**src/rtl/prog_loader_if.sv**
```systemverilog
// Byte-stream input and program-memory write port of prog_loader.
// The loader is the master; the host/memory side uses the slave modport.
interface prog_loader_if;
    // A byte moves on a rising edge where in_valid and in_ready are both high;
    // in_ready depends only on loader state, never on in_valid, and the host
    // holds in_data stable while in_valid is high and in_ready is low.
    logic [7:0]  in_data;
    logic        in_valid;
    logic        in_ready;
    logic        mem_we;
    logic [63:0] mem_addr;
    logic [31:0] mem_wdata;

    modport master (
        input  in_data, in_valid,
        output in_ready, mem_we, mem_addr, mem_wdata
    );

    modport slave (
        output in_data, in_valid,
        input  in_ready, mem_we, mem_addr, mem_wdata
    );
endinterface

```
**src/rtl/prog_loader.sv**
```systemverilog
// Program loader: packs a little-endian byte stream into 32-bit words and writes
// them to consecutive word addresses. Optional trailing checksum: PROG_LOADER_CHECKSUM_EN.
module prog_loader #(
    parameter int DEPTH = 128
) (
    input  logic          clk,
    input  logic          rst_n,
    input  logic          start,
    input  logic [7:0]    word_count,
    prog_loader_if.master bus,
    output logic          busy,
    output logic          done,
    output logic          error,
    output logic [2:0]    state_dbg
);

    typedef enum logic [2:0] {
        S_IDLE,
        S_RECV,
        S_WRITE,
        S_DONE
`ifdef PROG_LOADER_CHECKSUM_EN
        , S_CHECK
`endif
    } state_t;

    state_t      state;
    logic [8:0]  count;
    logic [8:0]  word_idx;
    logic [1:0]  byte_idx;
    logic [23:0] asm_lo;
`ifdef PROG_LOADER_CHECKSUM_EN
    logic [31:0] sum;
`endif

    logic accept;
    logic last_word;

    assign accept    = bus.in_valid & bus.in_ready;
    assign last_word = (word_idx + 9'd1 == count);
    assign state_dbg = state;

    always_ff @(posedge clk or negedge rst_n) begin
        if (!rst_n) begin
            state         <= S_IDLE;
            count         <= '0;
            word_idx      <= '0;
            byte_idx      <= '0;
            asm_lo        <= '0;
            bus.in_ready  <= 1'b0;
            bus.mem_we    <= 1'b0;
            bus.mem_addr  <= '0;
            bus.mem_wdata <= '0;
            busy          <= 1'b0;
            done          <= 1'b0;
            error         <= 1'b0;
`ifdef PROG_LOADER_CHECKSUM_EN
            sum           <= '0;
`endif
        end else begin
            done       <= 1'b0;
            error      <= 1'b0;
            bus.mem_we <= 1'b0;

            // The first three bytes of a word are buffered; the fourth is used
            // directly by the state that completes the word.
            if (accept) begin
                byte_idx <= byte_idx + 2'd1;
                case (byte_idx)
                    2'd0:    asm_lo[7:0]   <= bus.in_data;
                    2'd1:    asm_lo[15:8]  <= bus.in_data;
                    2'd2:    asm_lo[23:16] <= bus.in_data;
                    default: ;
                endcase
            end

            case (state)
                S_IDLE: begin
                    if (start) begin
                        if (int'(word_count) > DEPTH) begin
                            error <= 1'b1;
                        end else if (word_count == 8'd0) begin
                            state <= S_DONE;
                            done  <= 1'b1;
                            busy  <= 1'b1;
                        end else begin
                            count        <= {1'b0, word_count};
                            word_idx     <= '0;
                            byte_idx     <= '0;
                            state        <= S_RECV;
                            bus.in_ready <= 1'b1;
                            busy         <= 1'b1;
`ifdef PROG_LOADER_CHECKSUM_EN
                            sum          <= '0;
`endif
                        end
                    end
                end

                S_RECV: begin
                    if (accept && byte_idx == 2'd3) begin
                        state         <= S_WRITE;
                        bus.in_ready  <= 1'b0;
                        bus.mem_we    <= 1'b1;
                        bus.mem_addr  <= {53'd0, word_idx, 2'b00};
                        bus.mem_wdata <= {bus.in_data, asm_lo};
                    end
                end

                S_WRITE: begin
                    word_idx <= word_idx + 9'd1;
                    byte_idx <= '0;
`ifdef PROG_LOADER_CHECKSUM_EN
                    sum      <= sum + bus.mem_wdata;
`endif
                    if (last_word) begin
`ifdef PROG_LOADER_CHECKSUM_EN
                        state        <= S_CHECK;
                        bus.in_ready <= 1'b1;
`else
                        state        <= S_DONE;
                        done         <= 1'b1;
`endif
                    end else begin
                        state        <= S_RECV;
                        bus.in_ready <= 1'b1;
                    end
                end

`ifdef PROG_LOADER_CHECKSUM_EN
                S_CHECK: begin
                    if (accept && byte_idx == 2'd3) begin
                        bus.in_ready <= 1'b0;
                        byte_idx     <= '0;
                        if ({bus.in_data, asm_lo} == sum) begin
                            state <= S_DONE;
                            done  <= 1'b1;
                        end else begin
                            state <= S_IDLE;
                            error <= 1'b1;
                            busy  <= 1'b0;
                        end
                    end
                end
`endif

                S_DONE: begin
                    state <= S_IDLE;
                    busy  <= 1'b0;
                end

                default: begin
                    state        <= S_IDLE;
                    bus.in_ready <= 1'b0;
                    busy         <= 1'b0;
                end
            endcase
        end
    end

endmodule

```
**src/flat_wrapper.sv**
```systemverilog
// flat-port wrapper written by rule: the top's interface ports become plain ports
module prog_loader_flat 
#(
    parameter int DEPTH = 128
)
  (clk, rst_n, start, word_count, busy, done, error, state_dbg, bus_in_data, bus_in_valid, bus_in_ready, bus_mem_we, bus_mem_addr, bus_mem_wdata);
  prog_loader_if bus_i ();
  input  logic clk;
  input  logic rst_n;
  input  logic start;
  input  logic [7:0] word_count;
  output logic busy;
  output logic done;
  output logic error;
  output logic [2:0] state_dbg;
  input wire logic [$bits(bus_i.in_data)-1:0] bus_in_data;
  input wire logic [$bits(bus_i.in_valid)-1:0] bus_in_valid;
  output wire logic [$bits(bus_i.in_ready)-1:0] bus_in_ready;
  output wire logic [$bits(bus_i.mem_we)-1:0] bus_mem_we;
  output wire logic [$bits(bus_i.mem_addr)-1:0] bus_mem_addr;
  output wire logic [$bits(bus_i.mem_wdata)-1:0] bus_mem_wdata;
  assign bus_i.in_data = bus_in_data;
  assign bus_i.in_valid = bus_in_valid;
  assign bus_in_ready = bus_i.in_ready;
  assign bus_mem_we = bus_i.mem_we;
  assign bus_mem_addr = bus_i.mem_addr;
  assign bus_mem_wdata = bus_i.mem_wdata;
  prog_loader #(.DEPTH(DEPTH)) u_core (.clk(clk), .rst_n(rst_n), .start(start), .word_count(word_count), .bus(bus_i), .busy(busy), .done(done), .error(error), .state_dbg(state_dbg));
endmodule
```
**config.mk**
```make
export PLATFORM = sky130hd
export DESIGN_NAME = prog_loader_flat
export DESIGN_NICKNAME = d
export VERILOG_FILES = /design/src/rtl/prog_loader_if.sv /design/src/rtl/prog_loader.sv /design/src/flat_wrapper.sv
export SDC_FILE = /design/constraint.sdc
export NUM_CORES = 1
export LEC_CHECK = 0
export ABC_AREA = 1
export CAP_MARGIN = 40
export CORE_AREA = 3 3 116 118
export CTS_CLUSTER_DIAMETER = 60
export DETAILED_ROUTE_END_ITERATION = 10
export DIE_AREA = 0 0 119 121
export PLACE_DENSITY_LB_ADDON = 0.12
export SKIP_LAST_GASP = 1
export SYNTH_ARGS = -nofsm -noshare
export SYNTH_HDL_FRONTEND = slang
export SYNTH_SLANG_ARGS = --single-unit
```
**constraint.sdc**
```tcl
create_clock -name clk -period 1.9 [get_ports clk]
set_input_delay 0.57 -clock clk [delete_from_list [all_inputs] [get_ports clk]]
set_output_delay 0.57 -clock clk [all_outputs]
set_load 0.05 [all_outputs]
```
# Word level (Yosys, flattened, before mapping)
# Cells that the tools add are included.
[word_totals] regBits=92 output_inout_bits=104
[op_classes] addsub=2 magnitude_cmp=1 n_eq_ne=12 n_mux=34 n_bitwise=5 reduce_logical=15
[ops] operator="9-bit two-way mux" n=3
[ops] operator="9-bit case mux with 2 select lines" n=1
[ops] operator="1-bit two-way mux" n=16
[ops] operator="2-bit two-way mux" n=6
[ops] operator="9-bit by 1-bit adder with 9-bit output, second input constant" n=1
[ops] operator="9-bit by 8-bit == test with 1-bit output" n=1
[ops] operator="3-bit two-way mux" n=3
[ops] operator="3-bit case mux with 3 select lines" n=1
[ops] operator="8-bit greater-than comparator, second input constant" n=1
[ops] operator="8-bit logical NOT" n=1
[ops] operator="2-bit inequality test, second input constant" n=4
[ops] operator="2-bit AND reduction" n=4
[ops] operator="4-bit AND reduction" n=2
[ops] operator="3-bit by 2-bit == test with 1-bit output, second input constant" n=2
[ops] operator="3-bit AND reduction" n=2
[ops] operator="6-bit AND reduction" n=1
[ops] operator="2-bit == test, second input constant" n=2
[ops] operator="1-bit NOT" n=4
[ops] operator="1-bit case mux with 2 select lines" n=2
[ops] operator="1-bit case mux with 4 select lines" n=1
[ops] operator="2-bit case mux with 2 select lines" n=1
[ops] operator="3-bit by 1-bit == test with 1-bit output, second input constant" n=1
[ops] operator="3-bit logical NOT" n=1
[ops] operator="2-bit by 1-bit adder with 2-bit output, second input constant" n=1
[ops] operator="7 further kinds" n=7

# Longest topological paths before layout
[depth] word_depth=6 depth_mapped=12 ltp_nobuf=12

# Least setup slack after synthesis
# No wires, ideal clock.
[synth_timing] path_type="register -> register" from="register u_core.state[0] (netlist: u_core.state_dbg[0])" to="register u_core.bus.in_ready" setup_ns=0.119 t_arrival_ns=1.707 t_required_ns=1.781 setup_slack_ns=0.074 stages_incl_launch_ff=11 n_path_buf=0 period_less_slack_ns=1.826 cell_sequence="dfrtp_1 > inv_1 > ha_1 > inv_1 > nor2_1 > a21oi_1 > nand3b_1 > nor2_1 > nand2_1 > nand2_1 > nand2_1"
[synth_between] elab_chain_cells=3
[synth_lines] item="start, declared" line="prog_loader.sv:27" rtl="state_t state;"
[synth_lines] item="start signal, assigned" line="prog_loader.sv:45" rtl="state <= S_IDLE;"
[synth_lines] item="start signal, assigned" line="prog_loader.sv:83" rtl="state <= S_DONE;"
[synth_lines] item="start signal, assigned" line="prog_loader.sv:90" rtl="state <= S_RECV;"
[synth_lines] item="3-bit by 2-bit == test with 1-bit output (tied with other cells)" line="prog_loader.sv:77" rtl="case (state)"
[synth_lines] item="2-bit inequality test (no line) (tied with other cells)"
[synth_lines] item="6-bit AND reduction (no line)"
[synth_lines] item="end signal, assigned" line="prog_loader.sv:91" rtl="bus.in_ready <= 1'b1;"
[synth_lines] item="end signal, assigned" line="prog_loader.sv:103" rtl="bus.in_ready <= 1'b0;"
[synth_lines] item="end signal, assigned" line="prog_loader.sv:126" rtl="bus.in_ready <= 1'b1;"
[synth_lines] item="end, declared" line="prog_loader_if.sv:16" rtl="output in_ready, mem_we, mem_addr, mem_wdata"
# Several ways; a longest one is shown, not always the timed one.
# A chain may end at the register's enable or synchronous reset.

# Worst setup path after layout
[layout_timing] from="input port word_count[4]" to="register u_core.word_idx[0]"
[layout_between] elab_chain_cells=3
[layout_lines] item="start, declared" line="flat_wrapper.sv:11" rtl="input logic [7:0] word_count;"
[layout_lines] item="8-bit greater-than comparator / 8-bit logical NOT (equally long branches)" line="prog_loader.sv:80, prog_loader.sv:82"
[layout_lines] item="2-bit inequality test (no line)"
[layout_lines] item="4-bit AND reduction (no line) (*)"
[layout_lines] item="end signal, assigned" line="prog_loader.sv:111" rtl="word_idx <= word_idx + 9'd1;"
[layout_lines] item="end, declared" line="prog_loader.sv:29" rtl="logic [8:0] word_idx;"
# Every way passes the cells marked *; elsewhere a longest branch is shown, timed or not.

==> impl_metrics.py <==
metrics = {
    "synthesis": {
        "synth_cells": 506,
        "syn_avg_cell_area_um2": 8.66,
        "netlist_area_um2": 4380,
        "synth_warnings": 0,
        "synth_cell_type_count": 29,
        "ys_seq_elements": 91,
        "seq_area_frac_synth_pct": 52.0,
    },
    "timing": {
        "min_period_ns": 1.74,
        "max_freq_ghz": 0.576,
        "hold_ws_ns": 0.107,
        "timing.setup.tns_ns": 0,
        "report.final.slew_viol_count": 0,
        "finalSetupViolCount": 0,
        "hold_viol": 0,
        "fin_crit_sh_pct": 91.3,
        "clock_skew_ns": 0.00673,
        "rsz0062_at_grt": "false",
    },
    "run_status": {
        "status": "complete, no violations",
    },
    "routing": {
        "vias": 3251,
        "route.detailed.drc": 0,
        "drtAntennaViolNets": 0,
        "viasPerCell": 4.24,
        "first_pass_iters": 4,
        "drt_iter0_markers": 192,
        "wl_per_cell_um": 12.1,
        "drt-total-wl_um": 9270,
    },
    "layout": {
        "drive_above_1_share_pct": 18.3,
        "syn_to_final_growth_pct": 24.2,
        "fin_area_um2": 5450,
        "fill_cells": 1296,
        "fin_nets": 620,
        "diodes": 0,
    },
    "worst_setup_path": {
        "cp.arrival_ns": 1.97,
        "path_buf_inv": 2,
        "r2r_start": "u_core.word_idx[1]",
        "worstPathRequired_ns": 2.13,
        "reg2reg_slack_ns": 0.19,
        "critical_path.startpoint": "word_count[4]",
        "cp.depth": 8,
        "cp_top_family": "simple AND/OR/NAND/NOR gates",
        "cp-endpoint": "u_core.word_idx[0]",
        "endpoint_kind": "flip-flop",
        "crit_path_max_fanout": 9,
        "worst_r2r_endpoint": "u_core.bus.in_ready",
        "crit_path_start_kind": "input pin",
        "path_cells": "clkdlybuf4s50_1 -> nor3_2 -> nand3_1 -> nand3b_4 -> nand2_2 -> buf_4 -> nand3_1 -> o21ai_1",
        "reg2reg_depth": 11,
        "cpMostUsedCell": "nand3_1",
        "worstSetupPathType": "input pin to flip-flop",
        "cp_slowest_cell": "clkdlybuf4s50_1",
        "critPathMaxStageDelay_ns": 0.43,
    },
    "die": {
        "die_area_um2": 14400,
        "coreArea_um2": 12600,
        "initial_core_util_pct": 34.9,
        "die_h_um": 121,
        "die_w_um": 119,
        "placementRows": 41,
        "ios": 124,
    },
    "placed_design": {
        "io_buffer_count": 67,
        "postPlaceCellArea_um2": 5140,
        "dp_hpwl_um": 6980,
        "finalWeightedCongestion": 0.790,
    },
    "power_and_ir_drop": {
        "ir_worst_vdd_mv": 0.778,
        "power.static_leakage_nw": 2.87,
        "p_total_mw": 8.27,
        "power_density_nw_per_um2": 1520,
    },
    "grt": {
        "grt_use_met3_pct": 3.87,
        "met1_usage_pct": 18.1,
        "grt_overflow": 0,
        "use_met2_pct": 19.9,
        "grt_start_max_net_pins": 46,
        "antenna_found_initial": 0,
        "grt.busiest_layer": "met2",
        "grt_pass1_vias": 3028,
        "grt_pass1_wl_um": 15200,
        "grt_usage_pct": 13.2,
    },
    "worst_hold_path": {
        "hold_class": "input pin to async pin",
    },
    "clock_network": {
        "cts_resized": 0,
        "cts_root_buf": "clkbuf_16",
        "cts_tree": "done",
        "clkSinkCount": 91,
        "clk_latency_ns": 0.34,
        "postCtsSetupBuffers": 0,
        "clockBufferDepth": 2,
        "cts_made_buffers": 9,
        "cts.reportedPaths.clkPinSlew_ns": 0.07,
        "cts_hold_buf": 0,
        "cts_max_level": 3,
    },
    "flow_run": {
        "cap_violations": 0,
    },
}
## cell type report
cell class	count	area (um^2)	area share [%]
flip-flops and latches	91	2280	41.9
multi-input cells	359	1660	30.5
repair buffers	89	838	15.4
clock buffers	9	225	4.14
well taps	172	215	3.95
inverters	41	154	2.83
clock inverters	6	73.8	1.36
## state kept, by name, indices dropped and copies added (netlist names)
name	count
u_core.bus.mem_wdata	32
u_core.asm_lo	24
u_core.bus.mem_addr	9
u_core.word_idx	9
u_core.count	8
u_core.byte_idx	2
u_core.state_dbg	2
u_core.bus.in_ready	1
u_core.bus.mem_we	1
u_core.busy	1
u_core.done	1
u_core.error	1
## worst min-delay path by stage
stage,from,endpoint,slack (ns),cells after the start
global route,rst_n,u_core.bus.mem_wdata[14],0.12,1
detailed placement,u_core.asm_lo[12],u_core.bus.mem_wdata[12],0.46,2
floorplan,rst_n,u_core.asm_lo[0],0.27,0
CTS,rst_n,u_core.bus.mem_wdata[14],0.10,1
global placement,u_core.bus.mem_wdata[22],u_core.bus.mem_wdata[22],0.46,2
finish,rst_n,u_core.bus.mem_wdata[14],0.11,1
## synthesized netlist by cell type
library cell  instances  area [um^2]
ha_1                  9          113
nand2_4               1         11.3
o21bai_2              1         11.3
conb_1                1         3.75
nor2_1               16         60.1
inv_2                 5         18.8
nand3_2               1         10.0
buf_2                 5         25.0
o22ai_1               5         31.3
nor2_2                1         6.26
dfrtp_1              91         2280
o21ai_2               1         8.76
nand2_2               3         18.8
buf_4                58          435
nand4_1               3         18.8
o21ai_0              41          205
xnor2_1               1         8.76
nor2_4                3         33.8
nand3b_4              1         20.0
a21oi_1               5         25.0
clkbuf_1              5         18.8
nand2_1             175          657
a211oi_2              1         12.5
nand3b_1              4         30.0
inv_1                36          135
nor3_2                2         20.0
buf_6                 2         22.5
o21ai_1              12         60.1
nand3_1              17         85.1
## through the flow
| stage | setup slack (ns) | utilization (%) | cells |
|---|---|---|---|
| floorplan | 0.0738 | - | 561 |
| global placement | -0.156 | 40.9 | 752 |
| detailed placement | -0.202 | 40.9 | 752 |
| CTS | 0.162 | 43.3 | 767 |
| global route | 0.0248 | 43.3 | 767 |
| finish | 0.165 | 43.3 | 767 |
## cells in the final DEF (no fill, tap or decap), types with 2 or more instances in the layout
master / netlist / layout
clkbuf_16: 0 / 9
buf_4: 58 / 61
nor2_4: 3 / 3
conb_1: 1 / 56
nor2_1: 16 / 16
nor3_2: 2 / 2
clkdlybuf4s50_1: 0 / 18
inv_2: 5 / 5
buf_12: 0 / 10
inv_6: 0 / 3
inv_1: 36 / 36
nand2_1: 175 / 174
clkinv_4: 0 / 2
nand3b_1: 4 / 4
ha_1: 9 / 9
nand2_2: 3 / 4
o22ai_1: 5 / 5
nand3_1: 17 / 17
o21ai_0: 41 / 41
o21ai_1: 12 / 12
dfrtp_2: 0 / 2
nand4_1: 3 / 3
dfrtp_1: 91 / 89
a21oi_1: 5 / 5
## power breakdown
part	switching, mW	leakage [nW]	internal (mW)
clock network	0.791	0.147	1.03
registers	0.420	1.20	2.60
logic	2.30	1.53	1.13
total	3.51	2.87	4.76
## kinds of logic after synthesis
kind of cell | count (synthesis) | synth area share [%]
buf+inv | 111 | 15.0
simple gates | 227 | 22.2
other cells | 1 | 0.0856
fa+ha+maj | 9 | 2.57
compound gates | 66 | 8.08
flops | 91 | 52.0
xor+xnor | 1 | 0.200
## worst reg2reg max path, cell delays in order (launching register included)
cell and delay, ns:
dfrtp_1 0.41, ha_1 0.22, nand2_1 0.20, nor2_1 0.06, nand2_1 0.08, nand2_1 0.07
nand2_1 0.06, nand3_1 0.06, nor2_1 0.17, nand3_2 0.13, nand3_1 0.09, nand2_1 0.05
## routing by layer
layer	part of all wire [%]	up-vias
met2	45	82
met4	1.5	0
met1	48	1507
met5	0	-
met3	6.1	12
li1	-	1650
Note: power is estimated with default switching activity, not from simulation.
==> edit 1: new RTL, same flow settings <==
Make the reset (`rst_n`) synchronous in one clocked block.
--- a/src/rtl/prog_loader.sv
+++ b/src/rtl/prog_loader.sv
@@ -42,3 +42,3 @@
 
-    always_ff @(posedge clk or negedge rst_n) begin
+    always_ff @(posedge clk) begin
         if (!rst_n) begin
Function: differs if rst_n is asserted again (counterexample within 4 cycles, from zero or initial values and one cycle with rst_n low); with rst_n held inactive, the same outputs for 10 cycles.
==> edit 1 against the unedited design <==
Clock skew increased by 0.0051 ns. Worst setup slack got worse by 0.017 ns. Maximum frequency decreased by 0.98%. Cell area down 2.8%. Sequential cell count stayed put. Register-to-register slack improved by 0.03 ns. Wire length is 8.8% higher. Area after synthesis decreased by 6.0%. Hold slack better by 0.35 ns.
Power is not compared: it rests on default switching activity, and its combinational part moved more than twofold at a synthesized area within 25%.
==> edit 1: results (changes against the unedited design) <==
routing usage on met2=0.2264 (+0.02755); routed length on met1=4610 um (+3.9%); Final Net Count=654 (+5.5%); met2 wire len=4774 um (+16%); M3 GR Usage=0.03170 (-0.006993); clock skew=0.01186 ns (+0.005126 ns); DR WL met3=455 um (-19%); vias in the first global route=3,287 (+8.6%); first-pass GRT wire length=16,120 um (+5.9%); Synth Area in Compound Gates=0.1698 (+0.08902); initial DRC count=137 (-29%); proportion of layout cells with a drive suffix above 1=0.2162 (+0.03302); synth cell count leaders=dfxtp_1 (91), o21ai_0 (65), nand2_1 (64); GR Util All Layers=0.1418 (+0.009528); largest net degree at the start of global routing=48 (+4.3%); DP HPWL=7398 um (+6.0%); gp weighted congestion=0.7499 (-5.0%); Vias/cell=4.396 (+3.7%); # fillers=1,281 (-1.2%); DP Worst Slack=-0.4418 ns (-0.2395 ns); status=complete, no violations; post-CTS sizing=1 (+1); CP top delay family=simple AND/OR/NAND/NOR gates; GR Layer Usage met1=0.1816 (+0.0006070); maximum fanout along the worst path=3 (-6); Synth area leaders=dfxtp_1 (44%), buf_4 (11%), o21ai_0 (7.9%); uppermost routed layer=met4; asr flop ratio synth=0 (-1.000); Seq/Total Area, Yosys=0.4423 (-0.07727); Post-Synth Adder-Cell Area=0.02734 (+0.001647); placed cells=784 (+4.3%)
-- edit 1: cell types whose count changed after synthesis, moves of 12 or more --
cell / unedited run / this run
clkbuf_1: 5 / 20
nand3_1: 17 / 39
dfxtp_1: 0 / 91
o21ai_0: 41 / 65
a21oi_1: 5 / 57
nand2_1: 175 / 64
nor2_1: 16 / 52
dfrtp_1: 91 / 0
o21ai_1: 12 / 0
-- edit 1: worst paths after layout --
check,start,end,slack [ns],cells past startpoint
hold reg to reg,u_core.asm_lo[5],u_core.asm_lo[5],0.45,2
setup / recovery,word_count[2],u_core.state_dbg[1],0.15,11
hold / removal,u_core.asm_lo[5],u_core.asm_lo[5],0.45,2
setup reg to reg,u_core.word_idx[1],u_core.bus.in_ready,0.22,14
-- edit 1: final cells by class --
type	count	share of cell area
repair buffers	102	0.1684
well taps	172	0.04068
flip-flops and latches	91	0.3444
multi-input cells	376	0.3574
clock inverters	5	0.01206
inverters	45	0.03193
clock buffers	10	0.04518
==> edit 2: new RTL, same settings <==
Made on the original files. Add a define of `PROG_LOADER_CHECKSUM_EN`.
--- a/src/rtl/prog_loader.sv
+++ b/src/rtl/prog_loader.sv
@@ -2,2 +2,4 @@
 // them to consecutive word addresses. Optional trailing checksum: PROG_LOADER_CHECKSUM_EN.
+`define PROG_LOADER_CHECKSUM_EN
+
 module prog_loader #(
Formal check against the unedited RTL: not equivalent (a bounded check fails within 10 cycles, from zero or initial values and one cycle with rst_n low).
==> edit 2 against the unedited design <==
Power rose by 100%. Area after synthesis up 81%. The flow now finishes with violations (setup timing). Sequential power grew 50%. Largest power group unchanged. Worst setup slack lost 0.44 ns. Cell area rose by 110%. Wire length rose to 3.4 times the old value. Register-to-register slack got worse by 0.46 ns. Sequential cell count increased by 33. Sequential share of layout area fell by 14 points. Hold slack gained 0.066 ns. Combinational power grew to 2.6 times the old value.
==> edit 2: results (changes against the unedited design) <==
status=finished with violations; failing checks=setup timing; DR WL met3=3304 um (+490%); Seq/Total Area, Yosys=0.3909 (-0.1286); worst vdd ir=1293 uV (+66%); Cell variety after synth=40 (+38%); reg-to-reg startpoint=u_core.bus.mem_wdata[0]; # fillers=563 (-57%); Synth area leaders=dfrtp_1 (39%), nand2_1 (17%), ha_1 (5.7%); Leakage=5.764 nW (+100%); synth cell count leaders=nand2_1 (369), dfrtp_1 (124), inv_1 (87); worst hold slack=0.1734 ns (+0.06647 ns); proportion of layout cells with a drive suffix above 1=0.3361 (+0.1529); biggest regs=u_core.bus.mem_wdata x32, u_core.sum x32, u_core.asm_lo x24; Final Net Count=1,383 (+120%); Final Worst Setup Slack=-0.2708 ns (-0.4354 ns); aggregate routed wire length=31,190 um (+240%); Post-Synth Adder-Cell Area=0.05927 (+0.03358); M3 GR Usage=0.06900 (+0.03030); maximum fanout along the worst path=4 (-5); Int Pwr=9.074 mW (+91%); Vias/cell=6.057 (+43%); Clk Latency, worst-skew pair=0.44 ns (+0.10 ns); GR Util All Layers=0.3589 (+0.2267); CTS buffer count=17 (+8); Post-Synth XOR/XNOR Area=0.02427 (+0.02228); clock skew=0.01817 ns (+0.01143 ns); GR Layer Usage met1=0.4384 (+0.2575); vias in the first global route=8,117 (+170%); routed length on met1=11,000 um (+150%); Power Combinational=8.85 mW (+160%); met2 wire len=14,670 um (+260%); setup violators final=17 (+17); Crit path largest cell delay=0.40 ns (-0.03 ns); H-tree depth=4 (+1); Clk pwr share=0.197 (-0.023); largest net degree at the start of global routing=94 (+100%); drt first pass iters=6 (+2); slowest CP cell=dfrtp_2; Buffers on Ports=68 (+1.5%); routing usage on met2=0.6185 (+0.4196); first-pass GRT wire length=40,550 um (+170%); synthesized instance count=1,086 (+110%); Reg2Reg Depth=13 (+2); gp weighted congestion=0.9431 (+19%); non-filler cells in the finished layout=1,511 (+97%)
## edit 2: cell types whose count changed in the layout (fill, tap and decap cells not counted), sizes merged, moves of 39 or more
cell | unedited run | this run
buf | 71 | 221
nor2 | 20 | 76
a21oi | 5 | 44
nand2 | 179 | 372
o21ai | 54 | 96
inv | 44 | 102
nand3 | 18 | 66
## edit 2: layout make-up
cell class	count	area (um2)	area share
Multi-Input combinational cell	847	4886	0.4318
Sequential cell	124	3133	0.2769
Timing Repair Buffer	242	2147	0.1897
Clock buffer	17	425.4	0.03759
Inverter	94	355.3	0.03140
Tap cell	172	215.2	0.01902
Clock inverter	15	153.9	0.01360
## edit 2: repair_timing
item	CTS	global route
endpoints found under the setup margin	26	48
pin swaps	6	42
setup buffers	2	17
gates resized for setup	41	136
gates cloned	0	3
## edit 2: logic make-up after synthesis
kind of cell,after synthesis
AOI/OAI and AO/OA,162
xor gates and xnor gates,22
adders and majority gates,37
buffers and inverters,169
DFF,124
other,1
and+or+nand+nor,571
